`config.mk`:
```
export PLATFORM = sky130hd
export DESIGN_NAME = spi_frame_tx
export DESIGN_NICKNAME = d
export VERILOG_FILES = /design/src/rtl/spi_frame_tx.sv
export SDC_FILE = /design/constraint.sdc
export NUM_CORES = 1
export LEC_CHECK = 0
export BUFFER_PORTS_ARGS = -buffer_cell sky130_fd_sc_hd__buf_4
export CORE_MARGIN = 3
export CORE_UTILIZATION = 35
export DETAILED_ROUTE_END_ITERATION = 10
export SLEW_MARGIN = 20
export SYNTH_ARGS = -nofsm -noshare
export SYNTH_HDL_FRONTEND = slang
export SYNTH_SLANG_ARGS = --single-unit
```
`constraint.sdc`:
```
create_clock -name clk -period 1.8 [get_ports clk]
set_input_delay 0.27 -clock clk [delete_from_list [all_inputs] [get_ports clk]]
set_output_delay 0.27 -clock clk [all_outputs]
set_load 0.05 [all_outputs]
```
`src/rtl/spi_frame_tx.sv`:
```
// LSB-first 11-bit frame serializer with a one-word holding register.
// Frames run back-to-back while enabled; IDLE_WORD fills a boundary with no data.
module spi_frame_tx #(
    parameter logic [10:0] IDLE_WORD = 11'h000
) (
    input  logic        clk,
    input  logic        rst,
    input  logic        en,
    input  logic [10:0] in_data,
    input  logic        in_valid,
    output logic        in_ready,
    output logic        tx,
    output logic [3:0]  bit_idx,
    output logic [5:0]  frame_count,
    output logic        underrun
);

    localparam int unsigned WORD_W   = 11;
    localparam int unsigned IDX_W    = 4;
    localparam int unsigned CNT_W    = 6;
    localparam int unsigned LAST_BIT = WORD_W - 1;

    typedef enum logic {
        S_OFF = 1'b0,
        S_RUN = 1'b1
    } state_t;

    state_t              r_state;
    state_t              w_state_nxt;
    logic [WORD_W-1:0]   r_shift;
    logic [WORD_W-1:0]   r_hold;
    logic                r_hold_full;
    logic [IDX_W-1:0]    r_bit_idx;
    logic [CNT_W-1:0]    r_frame_count;
    logic                r_underrun;

    logic                w_accept;
    logic                w_frame_end;
    logic                w_load;

    assign w_accept = in_valid && !r_hold_full;

    // State register
    always_ff @(posedge clk or posedge rst) begin
        if (rst) begin
            r_state <= S_OFF;
        end else begin
            r_state <= w_state_nxt;
        end
    end

    // Next state and load/frame-end decode
    always_comb begin
        w_state_nxt = r_state;
        w_frame_end = (r_state == S_RUN) && (r_bit_idx == IDX_W'(LAST_BIT));
        w_load      = ((r_state == S_OFF) || w_frame_end) && en;
        case (r_state)
            S_OFF: if (en) w_state_nxt = S_RUN;
            S_RUN: if (w_frame_end && !en) w_state_nxt = S_OFF;
            default: w_state_nxt = S_OFF;
        endcase
    end

    // Datapath: shift/hold registers, bit index, frame counter, underrun pulse
    always_ff @(posedge clk or posedge rst) begin
        if (rst) begin
            r_shift       <= '0;
            r_hold        <= '0;
            r_hold_full   <= 1'b0;
            r_bit_idx     <= '0;
            r_frame_count <= CNT_W'(63);
            r_underrun    <= 1'b0;
        end else begin
            r_underrun <= 1'b0;
            if (w_load) begin
                r_bit_idx <= '0;
                // Held word first, then same-edge bypass, else idle fill
                if (r_hold_full) begin
                    r_shift     <= r_hold;
                    r_hold_full <= 1'b0;
                end else if (w_accept) begin
                    r_shift <= in_data;
                end else begin
                    r_shift    <= IDLE_WORD;
                    r_underrun <= 1'b1;
                end
            end else begin
                if (w_accept) begin
                    r_hold      <= in_data;
                    r_hold_full <= 1'b1;
                end
                if (w_frame_end) begin
                    r_shift   <= '0;
                    r_bit_idx <= '0;
                end else if (r_state == S_RUN) begin
                    r_shift   <= r_shift >> 1;
                    r_bit_idx <= r_bit_idx + IDX_W'(1);
                end
            end
            if (w_frame_end) begin
                r_frame_count <= r_frame_count + CNT_W'(1);
            end
        end
    end

    assign in_ready    = !r_hold_full;
    assign tx          = r_shift[0];
    assign bit_idx     = r_bit_idx;
    assign frame_count = r_frame_count;
    assign underrun    = r_underrun;

endmodule

```
* Word-level counts from Yosys, hierarchy flattened
Index checks and enable logic that the tools add are counted.
** Storage, ports and cells
- Flip-flop bits (word level) :: 35
- Input bits :: 15
- Logic and storage cells :: 38
** Cells by class
- Muxes and demuxes :: 16
- Bitwise gates (word level) :: 2
- Equal/unequal tests :: 1
- Reduce and logical (&&, ||, !) cells :: 10
- Add/sub/neg operators :: 2
** Operator list (number)
- $mux W11 :: 5
- $mux W4 :: 3
- $mux W1 :: 7
- $add A6 B1 Y6 const B :: 1
- $add A4 B1 Y4 const B :: 1
- $eq A4 B4 Y1 const B :: 1
- $logic_and A1 B1 Y1 :: 4
- $reduce_bool A3 Y1 :: 1
- $logic_not A1 Y1 :: 2
- $not A1 Y1 :: 2
- $pmux W1 S2 :: 1
- $reduce_and A2 Y1 :: 1
- $reduce_bool A2 Y1 :: 1
- $logic_or A1 B1 Y1 :: 1

* Logic depth before layout (Yosys ltp)
Gate-level depths: netlist of run 1.
- Depth in word-level cells :: 6
- Gate-level depth with buffers :: 6
- Mapped depth without buffers :: 5

* Least setup slack after synthesis of run 1
OpenSTA, ideal clock, no wires.
- Kind :: flip-flop to flip-flop
- From :: register r_bit_idx[1], in the netlist bit_idx[1]
- To :: register r_hold[0]
- Setup time :: 125 ps
- Period minus slack after synthesis :: 1930 ps
- Required time :: 1675 ps
- Path slack :: -130 ps
- Stages on the path, launching flop included :: 6
- Arrival time :: 1805 ps
- Path through :: dfrtp_1 > ha_1 > nand3b_4 > o2111ai_2 > buf_6 > mux2_2
** On the way
- Cells in the longest elaborated chain, start to end :: 6
** Ends and longest elaborated chain
- from (decl) :: RTL line 33 : logic [IDX_W-1:0] r_bit_idx;
- from (signal assigned) :: RTL line 97 : r_bit_idx <= r_bit_idx + IDX_W'(1);
- $eq A4 B4 Y1 :: RTL line 55 : w_frame_end = (r_state == S_RUN) && (r_bit_idx == IDX_W'(LAST_BIT));
- $logic_and A1 B1 Y1 :: RTL line 55
- $logic_or A1 B1 Y1 :: RTL line 56 : w_load = ((r_state == S_OFF) || w_frame_end) && en;
- $logic_and A1 B1 Y1 :: RTL line 56
- $not A1 Y1 (no source line)
- $reduce_and A2 Y1 (no source line)
- to (signal assigned) :: RTL line 89 : r_hold <= in_data;
- to (decl) :: RTL line 31 : logic [WORD_W-1:0] r_hold;
Every way passes these cells.
A chain may end at the register's enable or synchronous reset.

* Worst setup path after layout of run 1
- From :: register r_bit_idx[0], in the netlist bit_idx[0]
- To :: register r_hold[9]
The elaborated chain is that of the path after synthesis.

==> results.ini, run 1 <==
[status]
status=finished, final reports clean

[placement]
place_hpwl_um=2426
routabilityCongestion=0.7661
place.port_buffers=27

[global_routing]
grt_max_degree=22
grt_overflow_total=0
grt_pass1_vias=1199
antenna_found_initial=0
track_usage_pct=12.86
grt_first_pass_wirelength_um=5492

[detailed_routing]
wl_per_cell_um=13.19
drt-initial-drc-count=29
drc=0
antenna_left=0
drt-total-wl_um=3204
vias_per_cell=5.107
dr.pass1.iters=4
dr_total_vias=1241

[die]
num_rows=24
start_util_pct=37.42
design.die.area_mm2=0.005649
dieWidth_um=75.16
core_mm2=0.004474
ios=28
die_h_um=75.16

[cts]
cts.sinks=35
htree_levels=2
cts_tree=done
cts_buffers=5
clock_latency_ps=280
clock_path_buffers=2
post_cts_buffers=0
clkSlewWorstSetupHoldPaths_ps=70
cts_root_buf=clkbuf_8

[worst_setup_path]
worstPathRequired_ps=1970
max_stage_delay_ps=440
arrival_ps=1870
worst_setup_path_end_kind=flop
crit_type=reg2reg
crit_family=flip-flops
startpoint_type=flop
crit_chain=inv_1 > ha_2 > nand3b_4 > o2111ai_2 > buf_12 > mux2_2
cp_max_fo=11
slowest_stage=dfrtp_2
path_buf_inv=2

[yosys]
yosys_register_bits=35
synth_top_area_share_pct=43.35
synth_area_leaders=dfrtp_1 43%, dfstp_2 9.4%, nand2_1 7.4%
syn_inst=157
syn_area_per_cell_um2=10.66
yosysUniqueCellTypes=31
yosysTopAreaCell=dfrtp_1
syn_nets=175
yosysSeqAreaShare_pct=52.77
yosysWarnings=0
syn_area_mm2=0.001674

[pwr]
p_leak_uw=0.001030
finalPower_uw=3139
pwr_density_cell_mw_per_mm2=1525
vdd_drop_max_mv=0.5587

[timing]
hold_viol=0
setup_viol=0
fmax_mhz=588.0
tns_ps=0
max_slew.worst_pin.slew_ps=563.7
max_slew_margin_pct=62.38
slew_violations=0
rsz0062_at_grt=no
clock_skew_ps=5.979
period_minus_slack_ps=1701
finalCritPeriodShare_pct=94.48

[run]
maxCapViolations=0

[layout]
syn2layout_area_growth_pct=22.94
utilization_pct=46.00
final_cell_mix=33 x nand2_1, 33 x buf_4, 27 x dfrtp_1, 16 x o21ai_0, 11 x mux2_2
drive_above_1_share_pct=34.55
num_antenna_cells=0
finalNetCount=208
fill_cells=421

[hold_path]
hold_class=in2reg

repair_timing:
item | in CTS | in global routing
endpoints found under the setup margin | 0 | 24
hold endpoints to repair | 8 | 0
hold buffers | 1 | 0
resized for setup | 0 | 2
per-stage QoR:
stage / cells / cell area, um2 / hold slack, ps / setup slack [ps]
detailed placement: 234 / 1959 / 272.5 / 81.21
global placement: 234 / 1959 / 267.7 / 102.6
global route: 243 / 2058 / 219.1 / 21.84
finish: 243 / 2058 / 227.1 / 99.29
CTS: 243 / 2053 / 216.1 / 74.13
floorplan: 157 / 1677 / 394.7 / 27.43
worst paths after layout:
| kind | from | to | slack [ps] | cells after the start |
|---|---|---|---|---|
| max reg2reg | bit_idx[0] | r_hold[9] | 100 | 6 |
| min in group asynchronous | rst | bit_idx[2] | 510 | 3 |
| max in group asynchronous | rst | r_hold[7] | 730 | 4 |
| min | in_data[10] | r_hold[10] | 230 | 2 |
| max | bit_idx[0] | r_hold[9] | 100 | 6 |
| min reg2reg | frame_count[1] | frame_count[1] | 490 | 2 |
cells by family after synthesis:
logic type	after synthesis	synth area share, %
mux	11	7.399
buf+inv	13	3.886
simple gates	59	17.79
xor+xnor	6	3.140
fa+ha+maj	3	2.242
flops	35	52.77
compound gates	30	12.78
synthesized netlist by cell type:
cell type   n
o2111ai_2   1
a221o_1    10
dfstp_2     6
and4b_1     1
xnor2_1     3
nor3_1      1
and2_1      1
nand3_1     2
buf_4       1
clkbuf_1    3
inv_1       4
a31o_2      1
nor2b_1     1
clkbuf_2    1
nand2b_1    1
nand2_1    33
a21oi_1     2
o21ai_0    16
buf_6       1
xor2_1      3
nand4_1     1
ha_1        3
nand3b_4    1
and3_1     10
nand4b_1    1
dfrtp_1    29
nor4bb_1    1
buf_2       3
mux2_2     11
nor2_1      4
nor3b_1     1
per-layer routing:
layer / track usage, % / wire length [um]
met1: 16.18 / 1532
met2: 20.99 / 1468
met3: 4.005 / 159
met4: 4.466 / 43
met5: 0 / 0
area by class of cell:
| type | count | area (um2) | share of cell area [%] |
|---|---|---|---|
| clock buffer | 5 | 68.82 | 3.343 |
| clock inverter | 3 | 15.01 | 0.7295 |
| inverter | 4 | 15.01 | 0.7295 |
| multi-input combinational | 109 | 730.7 | 35.50 |
| sequential | 35 | 885.9 | 43.04 |
| tap | 52 | 65.06 | 3.161 |
| timing repair buffer | 35 | 277.8 | 13.50 |
registers in the layout, summed over array words and instances (netlist names):
| signal | flops |
|---|---|
| r_state | 1 |
| frame_count | 6 |
| r_hold | 11 |
| underrun | 1 |
| r_hold_full | 1 |
| bit_idx | 4 |
| r_shift | 11 |
report_power, final:
part	switching [uW]	leakage, uW	internal (uW)
Sequential	239	0.000424	1100
Clock	273	0.0000477	264
Combinational	713	0.000558	551
Total	1220	0.00103	1910
(Power assumes the default switching activity.)
==> inputs of run 2 (changes only) <==
--- a/config.mk
+++ b/config.mk
@@ -9,6 +9,8 @@
 export CORE_MARGIN = 3
 export CORE_UTILIZATION = 35
 export DETAILED_ROUTE_END_ITERATION = 10
+export GPL_ROUTABILITY_DRIVEN = 0
+export RECOVER_POWER = 100
 export SLEW_MARGIN = 20
 export SYNTH_ARGS = -nofsm -noshare
 export SYNTH_HDL_FRONTEND = slang
==> run 2 against run 1 <==
Utilization decreased by 1.1 points. Register-to-register slack about the same. Critical path depth stayed put.
==> results.ini, run 2 (synthesis results as in run 1) <==
[placement]
dp_cells=234  ; unchanged
place.port_buffers=27  ; unchanged
place_hpwl_um=2426  ; unchanged

[die]
core_mm2=0.004474  ; unchanged
ios=28  ; unchanged
num_rows=24  ; unchanged
die_h_um=75.16  ; unchanged
design.die.area_mm2=0.005649  ; unchanged
dieWidth_um=75.16  ; unchanged
start_util_pct=37.42  ; unchanged

[timing]
slew_violations=0  ; unchanged
hold_viol=0  ; unchanged
tns_ps=0  ; unchanged
rsz0062_at_grt=no  ; unchanged
max_slew.worst_pin.slew_ps=613.1  ; was 563.7 ps
fmax_mhz=591.9  ; was 588.0 MHz
max_slew_margin_pct=59.30  ; was 62.38%
period_minus_slack_ps=1690  ; was 1701 ps
clock_skew_ps=6.215  ; was 5.979 ps
finalCritPeriodShare_pct=93.86  ; was 94.48%
setup_viol=0  ; unchanged

[run]
maxCapViolations=0  ; unchanged

[layout]
num_antenna_cells=0  ; unchanged
layoutNonFillerInstCount=243  ; unchanged
syn2layout_area_growth_pct=19.88  ; was 22.94%
fill_cells=435  ; was 421
drive_above_1_share_pct=28.80  ; was 34.55%
finalNetCount=208  ; unchanged
mostFrequentLayoutCell=nand2_1
final_cell_mix=33 x nand2_1, 27 x dfrtp_1, 17 x buf_4, 16 x o21ai_0  ; was 33 x nand2_1, 33 x buf_4, 27 x dfrtp_1, 16 x o21ai_0, 11 x mux2_2

[global_routing]
antenna_found_initial=0  ; unchanged
track_usage_pct=12.86  ; unchanged
grt_overflow_total=0  ; unchanged
grt_first_pass_wirelength_um=5492  ; unchanged
grt_pass1_vias=1199  ; unchanged
grt_max_degree=22  ; unchanged

[detailed_routing]
drt-total-wl_um=3215  ; was 3204 um
antenna_left=0  ; unchanged
dr_total_vias=1245  ; was 1241
dr.pass1.iters=4  ; unchanged
drt-initial-drc-count=28  ; was 29
drc=0  ; unchanged
vias_per_cell=5.123  ; was 5.107
wl_per_cell_um=13.23  ; was 13.19 um

[pwr]
pwr_density_cell_mw_per_mm2=1531  ; was 1525 mW/mm2
vdd_drop_max_mv=0.5518  ; was 0.5587 mV
p_leak_uw=0.0009829  ; was 0.001030 uW

[cts]
cts_root_buf=clkbuf_8  ; unchanged
cts_buffers=5  ; unchanged
clock_latency_ps=280  ; about the same
cts.sinks=35  ; unchanged
post_cts_buffers=0  ; unchanged
cts_tree=done  ; unchanged
clkSlewWorstSetupHoldPaths_ps=70  ; about the same
clock_path_buffers=2  ; unchanged
htree_levels=2  ; unchanged

[worst_setup_path]
startpoint_type=flop  ; unchanged
arrival_ps=1860  ; was 1870 ps
worstPathRequired_ps=1970  ; about the same
r2r_slack_ps=110  ; was 100 ps
crit_type=reg2reg  ; unchanged
cp_max_fo=11  ; unchanged
worst_setup_path_end_kind=flop  ; unchanged

[status]
status=finished, final reports clean  ; unchanged

[hold_path]
hold_class=in2reg  ; unchanged

-- run 2: where the power goes --
group          switching [uW]  total (uW)  internal (uW)
sequential                238        1340           1100
clock                     273         538            264
combinational             715        1200            484
-- run 2: routing by layer --
metal	track usage [%]	routed length (um)	up-vias	part of all wire, %
met1	16.18	1541	582	48
met3	4.005	165	6	5.1
li1	-	-	625	-
met2	20.99	1465	32	46
met4	4.466	43	0	1.3
met5	0	0	-	0
-- run 2: layout make-up --
cell class	instances	area, um2	area share (%)
Inverter	4	15.01	0.7481
Multi-Input combinational cell	109	730.7	36.41
Clock buffer	5	68.82	3.429
Clock inverter	3	15.01	0.7481
Tap cell	52	65.06	3.242
Sequential cell	35	885.9	44.14
Timing Repair Buffer	35	226.5	11.28
-- run 2: critical path, cell delays in order (launching register included) --
cell and delay [ps]:
dfrtp_2 440, inv_1 80, ha_2 220, nand3b_4 110
o2111ai_2 230, buf_12 170, mux2_2 330
-- run 2: per-stage QoR --
stage	area (um2)	hold slack, ps	worst slack [ps]	power [uW]	util (%)
2_1_floorplan	1677	394.7	27.43	2252	-
3_3_place_gp	1959	267.7	102.6	2580	43.79
3_5_place_dp	1959	272.5	81.21	2623	43.79
4_1_cts	2053	216.1	74.13	3180	45.89
5_1_grt	2007	219.1	21.93	3311	44.85
6_report	2007	226.8	110.5	3073	44.85
-- run 2: worst paths after layout --
check / startpoint / end / cells past startpoint
setup / recovery: bit_idx[0] / r_hold[9] / 6
hold / removal: in_data[10] / r_hold[10] / 2
setup reg to reg: bit_idx[0] / r_hold[9] / 6
hold reg to reg: frame_count[1] / frame_count[1] / 2
max in group asynchronous: rst / r_shift[10] / 4
min in group asynchronous: rst / bit_idx[2] / 3
-- run 2: repair_timing --
action	4_1_cts	5_1_grt
hold endpoints to repair	8	0
gates resized for setup	0	2
hold buffers	1	0
endpoints found under the setup margin	0	24
==> inputs of run 3 (changes only) <==
--- a/config.mk
+++ b/config.mk
@@ -5,7 +5,7 @@
 export SDC_FILE = /design/constraint.sdc
 export NUM_CORES = 1
 export LEC_CHECK = 0
-export BUFFER_PORTS_ARGS = -buffer_cell sky130_fd_sc_hd__buf_4
+export BUFFER_PORTS_ARGS = -buffer_cell sky130_fd_sc_hd__buf_2
 export CORE_MARGIN = 3
 export CORE_UTILIZATION = 35
 export DETAILED_ROUTE_END_ITERATION = 10
==> run 3 against run 2 <==
Die area unchanged. Global-route usage up 1.4 points. Clock power is essentially flat. Largest cell class unchanged. Non-clock buffer count down 1. Design area shrank 2.6%. Hold slack improved by 2.4 ps. Worst setup slack worse by 6.6 ps. Critical path type unchanged. Critical path depth is 1 higher. Clock skew grew 0.91 ps.
==> results.ini, run 3 (synthesis results as in run 1) <==
[status]
status=finished, final reports clean  ; unchanged

[worst_setup_path]
worst_setup_path_end_kind=flop  ; unchanged
worstPathRequired_ps=1960  ; was 1970 ps
startpoint_type=flop  ; unchanged
crit_type=reg2reg  ; unchanged
arrival_ps=1860  ; about the same
cp_max_fo=13  ; was 11

[cts]
cts_root_buf=clkbuf_8  ; unchanged
clock_latency_ps=290  ; was 280 ps
cts.sinks=35  ; unchanged
cts_resized=0  ; unchanged
cts_buffers=5  ; unchanged
clock_path_buffers=2  ; unchanged
hold_buffers=0  ; was 1
htree_levels=2  ; unchanged
clkSlewWorstSetupHoldPaths_ps=60  ; was 70 ps
cts_tree=done  ; unchanged
post_cts_buffers=0  ; unchanged

[global_routing]
track_usage_pct=14.24  ; was 12.86%
grt_max_degree=36  ; was 22
grt_first_pass_wirelength_um=6051  ; was 5492 um
antenna_found_initial=0  ; unchanged
grt_overflow_total=0  ; unchanged
grt_pass1_vias=1347  ; was 1199

[timing]
clock_skew_ps=7.130  ; was 6.215 ps
finalCritPeriodShare_pct=94.23  ; was 93.86%
period_minus_slack_ps=1696  ; was 1690 ps
tns_ps=0  ; unchanged
whs_ps=229.3  ; was 226.8 ps
hold_viol=0  ; unchanged
setup_viol=0  ; unchanged
max_slew_margin_pct=42.70  ; was 59.30%
rsz0062_at_grt=no  ; unchanged
fmax_mhz=589.6  ; was 591.9 MHz
max_slew.worst_pin.slew_ps=859.5  ; was 613.1 ps
slew_violations=0  ; unchanged

[die]
die_h_um=75.16  ; unchanged
design.die.area_mm2=0.005649  ; unchanged
start_util_pct=37.42  ; unchanged
dieWidth_um=75.16  ; unchanged
num_rows=24  ; unchanged
core_mm2=0.004474  ; unchanged
ios=28  ; unchanged

[pwr]
vdd_drop_max_mv=0.6627  ; was 0.5518 mV
pwr_density_cell_mw_per_mm2=1579  ; was 1531 mW/mm2
p_leak_uw=0.0009577  ; was 0.0009829 uW

[run]
maxCapViolations=0  ; unchanged

[placement]
dp_cells=234  ; unchanged
place.port_buffers=27  ; unchanged
place_area_mm2=0.001892  ; was 0.001959 mm2
place_hpwl_um=2475  ; was 2426 um

[detailed_routing]
wl_per_cell_um=14.29  ; was 13.23 um
drt-total-wl_um=3459  ; was 3215 um
dr_total_vias=1237  ; was 1245
drc=0  ; unchanged
dr.pass1.iters=4  ; unchanged
vias_per_cell=5.112  ; was 5.123
antenna_left=0  ; unchanged
drt-initial-drc-count=83  ; was 28

[layout]
drive_above_1_share_pct=25.79  ; was 28.80%
fin_area_mm2=0.001954  ; was 0.002007 mm2
num_antenna_cells=0  ; unchanged
final_cell_mix=33 x nand2_1, 27 x dfrtp_1, 16 x o21ai_0, 15 x clkbuf_1, 14 x buf_2  ; was 33 x nand2_1, 27 x dfrtp_1, 17 x buf_4, 16 x o21ai_0
utilization_pct=43.68  ; was 44.85%
finalNetCount=207  ; was 208
syn2layout_area_growth_pct=16.74  ; was 19.88%
mostFrequentLayoutCell=nand2_1  ; unchanged
layoutNonFillerInstCount=242  ; was 243
fill_cells=444  ; was 435

[hold_path]
hold_class=in2async  ; was in2reg

[run 3: cell types whose count changed in the layout (fill, tap and decap cells not counted), moves of 2 or more]
cell / delta
buf_2: +14
buf_4: -12
clkbuf_1: +4
clkbuf_2: -2
clkinv_2: -3
[run 3: stage by stage]
step	power (uW)	setup WS (ps)
floorplan	2252	27.43
global placement	2518	155.8
detailed placement	2587	99.20
CTS	3141	90.39
global route	3305	2.165
finish	3087	103.9
[run 3: metal layers]
metal / global-route usage, % / vias up / part of all wire (%) / wire [um]
met4: 6.602 / 0 / 1.9 / 65
met3: 3.872 / 8 / 5.7 / 196
met5: 0 / - / 0 / 0
met2: 23.31 / 34 / 46 / 1591
met1: 17.48 / 579 / 46 / 1605
li1: - / 616 / - / -
[run 3: worst max-delay path: stages, from the launching register on]
cell and delay (ps):
dfrtp_2 410, inv_1 50, ha_1 250, nand3b_4 110
buf_4 170, a21oi_1 80, buf_4 200, a221o_1 310
[run 3: worst paths after layout]
| kind | cells after the start | start | endpoint | slack (ps) |
|---|---|---|---|---|
| max | 7 | bit_idx[0] | r_shift[0] | 100 |
| min | 3 | rst | r_shift[7] | 230 |
| min reg2reg | 2 | frame_count[1] | frame_count[1] | 490 |
| max in group asynchronous | 3 | rst | bit_idx[0] | 970 |
| min in group clk | 2 | in_data[4] | r_hold[4] | 230 |
| max reg2reg | 7 | bit_idx[0] | r_shift[0] | 100 |
[run 3: layout make-up]
cell class	instances	area, um2	area share (%)
tap	52	65.06	3.329
inverter	4	15.01	0.7682
timing repair buffer	34	182.7	9.347
multi-input combinational	109	725.7	37.13
clock buffer	8	80.08	4.097
sequential	35	885.9	45.33
[run 3: where the power goes]
| group | internal, uW | switching, uW |
|---|---|---|
| registers | 1100 | 241 |
| clock network | 275 | 266 |
| logic | 464 | 742 |
